===== src/rtl/ticket_pkg.sv =====
// Shared types and constants for the ticket vending controller.
// Holds the controller state encoding and the coin denomination lookup.
package ticket_pkg;

  localparam int MONEY_W         = 8;
  localparam int CHANGE_HOLD_DEF = 8;

  typedef enum logic [1:0] {
    IDLE     = 2'd0,
    PAY      = 2'd1,
    DISPENSE = 2'd2,
    CHANGE   = 2'd3
  } state_t;

  // Yuan value of each coin slot code.
  function automatic logic [4:0] coin_value(input logic [1:0] sel);
    logic [4:0] v;
    case (sel)
      2'd0:    v = 5'd1;
      2'd1:    v = 5'd5;
      2'd2:    v = 5'd10;
      default: v = 5'd20;
    endcase
    return v;
  endfunction

endpackage


===== src/rtl/coin_accum.sv =====
// Saturating inserted-money accumulator with coin refusal.
// A coin is taken only while enabled and only if the new total stays within MAX_MONEY.
module coin_accum
  import ticket_pkg::*;
#(
  parameter int MAX_MONEY = 99
) (
  input  logic               clk,
  input  logic               rst,
  input  logic               clr,
  input  logic               en,
  input  logic               coin_valid,
  input  logic [1:0]         coin_sel,
  output logic [MONEY_W-1:0] money,
  output logic               coin_reject,
  output logic [MONEY_W-1:0] money_nxt
);

  localparam logic [MONEY_W:0] MAX_W = (MONEY_W + 1)'(MAX_MONEY);

  logic [MONEY_W:0] w_sum;
  logic             w_accept;

  // One spare bit keeps the sum from wrapping before the ceiling compare.
  assign w_sum     = {1'b0, money} + {{(MONEY_W - 4){1'b0}}, coin_value(coin_sel)};
  assign w_accept  = en && coin_valid && (w_sum <= MAX_W);
  assign money_nxt = w_accept ? w_sum[MONEY_W-1:0] : money;

  always_ff @(posedge clk) begin
    if (rst) begin
      money       <= '0;
      coin_reject <= 1'b0;
    end else begin
      coin_reject <= coin_valid && !w_accept;
      if (clr)
        money <= '0;
      else if (w_accept)
        money <= w_sum[MONEY_W-1:0];
    end
  end

endmodule


===== src/rtl/ticket_vend_ctrl.sv =====
// Ticket vending sequencer: selection latch, payment, dispense pulses, change hold.
// Optional PAY inactivity timeout is built when TICKET_TIMEOUT_EN is defined.
//
// state    | meaning
// IDLE     | waiting for a valid selection; coins are refused
// PAY      | accumulating coins until money covers price, or cancel/timeout
// DISPENSE | one ticket_pulse per ticket from a down-counter
// CHANGE   | money_return presented with change_valid for CHANGE_HOLD cycles
module ticket_vend_ctrl
  import ticket_pkg::*;
#(
  parameter int MAX_MONEY   = 99,
  parameter int CHANGE_HOLD = CHANGE_HOLD_DEF
`ifdef TICKET_TIMEOUT_EN
  ,
  parameter int TIMEOUT_CYC = 1000
`endif
) (
  input  logic               clk,
  input  logic               rst,
  input  logic               sel_valid,
  input  logic [1:0]         sel_type,
  input  logic [1:0]         sel_count,
  input  logic               coin_valid,
  input  logic [1:0]         coin_sel,
  input  logic               cancel,
  output logic [MONEY_W-1:0] money,
  output logic [1:0]         ticket_type,
  output logic [1:0]         ticket_count,
  output logic [MONEY_W-1:0] money_return,
  output logic               ticket_pulse,
  output logic               coin_reject,
  output logic               change_valid,
  output logic               busy
`ifdef TICKET_TIMEOUT_EN
  ,
  output logic               timeout_flag
`endif
);

  state_t             r_state;
  logic [1:0]         r_dcnt;
  logic [7:0]         r_hold;
  logic [3:0]         w_price;
  logic               w_sel_ok;
  logic               w_paid;
  logic               w_clr;
  logic               w_tmo;
  logic               w_abort;
  logic [MONEY_W-1:0] w_money_nxt;

  assign w_price  = {2'b00, ticket_type} * {2'b00, ticket_count};
  assign w_sel_ok = sel_valid && (sel_type != 2'd0) && (sel_count != 2'd0);
  assign w_paid   = money >= {{(MONEY_W - 4){1'b0}}, w_price};
  assign w_clr    = ((r_state == IDLE) && w_sel_ok) ||
                    ((r_state == CHANGE) && (r_hold == 8'd0));
  assign w_abort  = cancel || w_tmo;

  coin_accum #(
    .MAX_MONEY (MAX_MONEY)
  ) u_coin_accum (
    .clk         (clk),
    .rst         (rst),
    .clr         (w_clr),
    .en          (r_state == PAY),
    .coin_valid  (coin_valid),
    .coin_sel    (coin_sel),
    .money       (money),
    .coin_reject (coin_reject),
    .money_nxt   (w_money_nxt)
  );

`ifdef TICKET_TIMEOUT_EN
  localparam int TO_W = $clog2(TIMEOUT_CYC);
  logic [TO_W-1:0] r_to_cnt;

  assign w_tmo = (r_state == PAY) && !coin_valid && (r_to_cnt == '0);

  // Reloads outside PAY and on every coin, so expiry means TIMEOUT_CYC idle cycles.
  always_ff @(posedge clk) begin
    if (rst) begin
      r_to_cnt     <= '0;
      timeout_flag <= 1'b0;
    end else begin
      timeout_flag <= w_tmo;
      if ((r_state != PAY) || coin_valid)
        r_to_cnt <= TO_W'(TIMEOUT_CYC - 1);
      else if (r_to_cnt != '0)
        r_to_cnt <= r_to_cnt - TO_W'(1);
    end
  end
`else
  assign w_tmo = 1'b0;
`endif

  always_ff @(posedge clk) begin
    if (rst) begin
      r_state      <= IDLE;
      r_dcnt       <= 2'd0;
      r_hold       <= 8'd0;
      ticket_type  <= 2'd0;
      ticket_count <= 2'd0;
      money_return <= '0;
      ticket_pulse <= 1'b0;
      change_valid <= 1'b0;
      busy         <= 1'b0;
    end else begin
      ticket_pulse <= 1'b0;
      case (r_state)
        IDLE: begin
          if (w_sel_ok) begin
            ticket_type  <= sel_type;
            ticket_count <= sel_count;
            busy         <= 1'b1;
            r_state      <= PAY;
          end
        end
        PAY: begin
          // Refund uses the post-coin total so a same-cycle coin is returned too.
          if (w_abort) begin
            money_return <= w_money_nxt;
            change_valid <= 1'b1;
            r_hold       <= 8'(CHANGE_HOLD - 1);
            r_state      <= CHANGE;
          end else if (w_paid) begin
            ticket_pulse <= 1'b1;
            r_dcnt       <= ticket_count - 2'd1;
            r_state      <= DISPENSE;
          end
        end
        DISPENSE: begin
          if (r_dcnt == 2'd0) begin
            money_return <= money - {{(MONEY_W - 4){1'b0}}, w_price};
            change_valid <= 1'b1;
            r_hold       <= 8'(CHANGE_HOLD - 1);
            r_state      <= CHANGE;
          end else begin
            ticket_pulse <= 1'b1;
            r_dcnt       <= r_dcnt - 2'd1;
          end
        end
        CHANGE: begin
          if (r_hold == 8'd0) begin
            change_valid <= 1'b0;
            money_return <= '0;
            ticket_type  <= 2'd0;
            ticket_count <= 2'd0;
            busy         <= 1'b0;
            r_state      <= IDLE;
          end else begin
            r_hold <= r_hold - 8'd1;
          end
        end
        default: r_state <= IDLE;
      endcase
    end
  end

endmodule

===== config.mk =====
export PLATFORM = sky130hd
export DESIGN_NAME = ticket_vend_ctrl
export DESIGN_NICKNAME = d
export VERILOG_FILES = /design/src/rtl/ticket_pkg.sv /design/src/rtl/coin_accum.sv /design/src/rtl/ticket_vend_ctrl.sv
export SDC_FILE = /design/constraint.sdc
export NUM_CORES = 1
export LEC_CHECK = 0
export CAP_MARGIN = 40
export CORE_MARGIN = 2
export CORE_UTILIZATION = 40
export DETAILED_ROUTE_END_ITERATION = 16
export PLACE_DENSITY = 0.72
export SKIP_CTS_REPAIR_TIMING = 1
export SYNTH_ARGS = -nofsm -noshare
export SYNTH_HDL_FRONTEND = slang
export SYNTH_SLANG_ARGS = --single-unit

===== constraint.sdc =====
create_clock -name clk -period 3.9 [get_ports clk]
set_input_delay 0.78 -clock clk [delete_from_list [all_inputs] [get_ports clk]]
set_output_delay 0.78 -clock clk [all_outputs]
set_load 0.02 [all_outputs]

==> results.yml <==
global_route:
  grt_max_degree: 17
  grt_pass1_wl_um: 9763
  grt-ovfl-total: 0
  grt_pass1_vias: 2078
  antenna_found_initial: 0
  grtUsageTotal: 0.1864
placement:
  hpwlAfterDp_um: 4422
  portBuffers: 34
  place.gp.congestion: 0.7937
  post_dp_cell_area_um2: 2831
  dpl_worst_slack_ns: 0.01720
power:
  pwr-share-clk: 0.155
  p_seq_frac: 0.335
  power_leakage_nw: 1.155
  comb_power_share: 0.511
  p_int_mw: 0.9326
  swShare: 0.4307
  peakVddDrop_v: 0.0003915
  power_density_nw_per_um2: 563.2
  switchingPower_mw: 0.7057
clock_tree:
  cts.htree.levels: 2
  clockBufferDepth: 2
  insertion_delay_ns: 0.29
  cts_tree: "done"
  clkTransAtPathRegs_ns: 0.07
  cts_buffers: 5
  cts_root_buf: "clkbuf_8"
  numClockSinks: 36
logic_synthesis:
  postSynth.asyncResetShare: 0
  yosysMostFrequentCell: "dfxtp_1"
  seq_area_frac_synth: 0.2964
  synth_edf_count: 0
  syn-num-nets: 322
  synthFlopType: "dfxtp_1"
  synthTopCellsByArea: "dfxtp_1 30%, ha_1 8.7%, nor2_1 5.1%"
  synth-seq-cells: 36
  syn_inst: 292
  netlist_area_um2: 2431
  synth_common_cells: "36 x dfxtp_1, 33 x nor2_1, 23 x a21oi_1"
  yosysTopAreaCellShare: 0.2964
  ys_warn_count: 0
  synth_area_leader_cell: "dfxtp_1"
  syn_area_per_cell_um2: 8.326
  ys_types: 56
min_path:
  hp-class: "flip-flop to flip-flop"
drt:
  routedWlPerCell_um: 14.66
  wl_um: 5848
  post_drt_via_cell_ratio: 5.607
  first_iter_violations: 118
  dr.pass1.iters: 5
  vias: 2237
  ant_nets: 0
  remaining_drc_errors: 0
setup_path:
  worst_ep_required_time_ns: 4.12
  slowest_stage: "clkdlybuf4s50_1"
  path_cells: "clkdlybuf4s50_1 -> inv_1 -> ha_1 -> inv_1 -> fa_1 -> and2b_1 -> o211ai_1 -> a211oi_1 -> o22ai_1 -> o211ai_4 -> mux2_2 -> o22ai_1"
  cp-start-kind: "primary input"
  crit_family: "compound AO/OA/AOI/OAI gates"
  criticalPathCategory: "primary input to flip-flop"
  crit_buf_inv: 3
  crit_fanout: 8
  slowest_delay_ns: 0.43
  worstSetupEndpointType: "flip-flop"
  crit_arrival_ns: 3.79
timing:
  rsz0062_at_grt: "false"
  setup_slack_ns: 0.3294
  tns_ns: 0
  hold_viol: 0
  finalCritPeriodShare: 0.9155
  worst_pin_slew_ns: 0.6752
  slew_headroom: 0.5451
  drv_slew: 0
  finClkSkew_ns: 0.006237
  fmax_mhz: 280.1
  setup_viol: 0
  fin_crit_ns: 3.571
finish:
  fin_nets: 354
  multi_input_area_um2: 1605
  final_area_um2: 2909
  layout-drive-gt1-share: 0.05864
  area_growth_pct: 19.66
  fillers: 596
  seq_area_um2: 720.7
  n_antenna_cell: 0
status:
  status: "complete, no violations"
floorplan:
  die_x_um: 81.96
  core-area_um2: 5886
  die_y_um: 81.96
  ios: 35
  start_util: 0.4131
  die-area_um2: 6717
  core.rowCount: 28
run:
  cap_violations: 0
registers in the layout (all words and copies together) (netlist names):
| signal | cells |
|---|---|
| money_return | 8 |
| r_hold | 8 |
| u_coin_accum.money | 8 |
| r_dcnt | 2 |
| r_state | 2 |
| ticket_count | 2 |
| ticket_type | 2 |
| busy | 1 |
| change_valid | 1 |
| ticket_pulse | 1 |
| u_coin_accum.coin_reject | 1 |
per-layer routing:
| metal | global-route usage | wire length, um | up-vias |
|---|---|---|---|
| met5 | 0 | 0 | - |
| met4 | 0.06333 | 70 | 0 |
| met3 | 0.03187 | 251 | 8 |
| met2 | 0.2984 | 2533 | 56 |
| met1 | 0.2529 | 2992 | 1046 |
| li1 | - | - | 1127 |
logic make-up after synthesis:
kind of cell | synth area share
multiplexers | 0.02522
adder cells (fa/ha/maj) | 0.1040
XOR/XNOR | 0.04684
buffers and inverters | 0.04323
AO/OA/AOI/OAI | 0.2548
flip-flops | 0.2964
AND/OR/NAND/NOR | 0.2295
power by group through the flow:
stage / combinational (mW) / sequential (mW) / clock [mW]
2_1_floorplan: 0.607 / 0.569 / 0
3_3_place_gp: 0.816 / 0.550 / 0
3_5_place_dp: 0.834 / 0.554 / 0
4_1_cts: 0.836 / 0.547 / 0.256
5_1_grt: 0.935 / 0.562 / 0.269
6_report: 0.836 / 0.548 / 0.254
layout by cell type (no fill, tap or decap), types with 2 or more instances in the layout:
cell type         n
inv_1            17
a211oi_1          7
o21ai_0          21
o221ai_1          2
and2_1            6
fa_1              2
nor2b_1           5
nor2_1           33
a31oi_1           5
o22ai_1           6
nor4_1            4
a22oi_1           4
nand2_1          11
xnor2_1           9
a21oi_1          23
and3_1            7
clkdlybuf4s50_1  34
nand4b_1          2
ha_1             17
clkbuf_8          5
mux2i_1           5
nand3_1           7
xor2_1            4
or3_1             2
dfxtp_1          36
nand2b_1          6
a21o_1            3
nor3b_1           5
or4_4             2
nor3_1            7
per-stage QoR:
step,instances,power [mW],utilization,hold WS [ns]
2_1_floorplan,292,1.175,-,0.4367
3_3_place_gp,392,1.366,0.4811,0.4540
3_5_place_dp,392,1.388,0.4811,0.4571
4_1_cts,399,1.639,0.4943,0.4715
5_1_grt,399,1.767,0.4943,0.5033
6_report,399,1.638,0.4943,0.4818
area by class of cell:
cell class / instances / share of cell area
well taps: 75 / 0.03226
clock inverters: 1 / 0.001720
repair buffers: 35 / 0.1196
inverters: 17 / 0.02194
multi-input cells: 229 / 0.5518
flip-flops and latches: 36 / 0.2477
clock buffers: 6 / 0.02495
worst register-to-register path: cells and delay by family (launching register included):
kind                       cells  cell delay, ns
buffers and inverters          1            0.05
AOI/OAI and AO/OA              5            1.21
adders and majority gates      2            0.62
muxes                          1            0.40
DFF                            1            0.40
and+or+nand+nor                1            0.26
worst paths after layout:
check | start | cells after the start | end | slack [ns]
max reg2reg | u_coin_accum.money[0] | 10 | money_return[1] | 0.88
min reg2reg | r_hold[0] | 1 | r_hold[0] | 0.48
min | r_hold[0] | 1 | r_hold[0] | 0.48
max | coin_sel[1] | 12 | money_return[1] | 0.33
(Power assumes the default switching activity.)
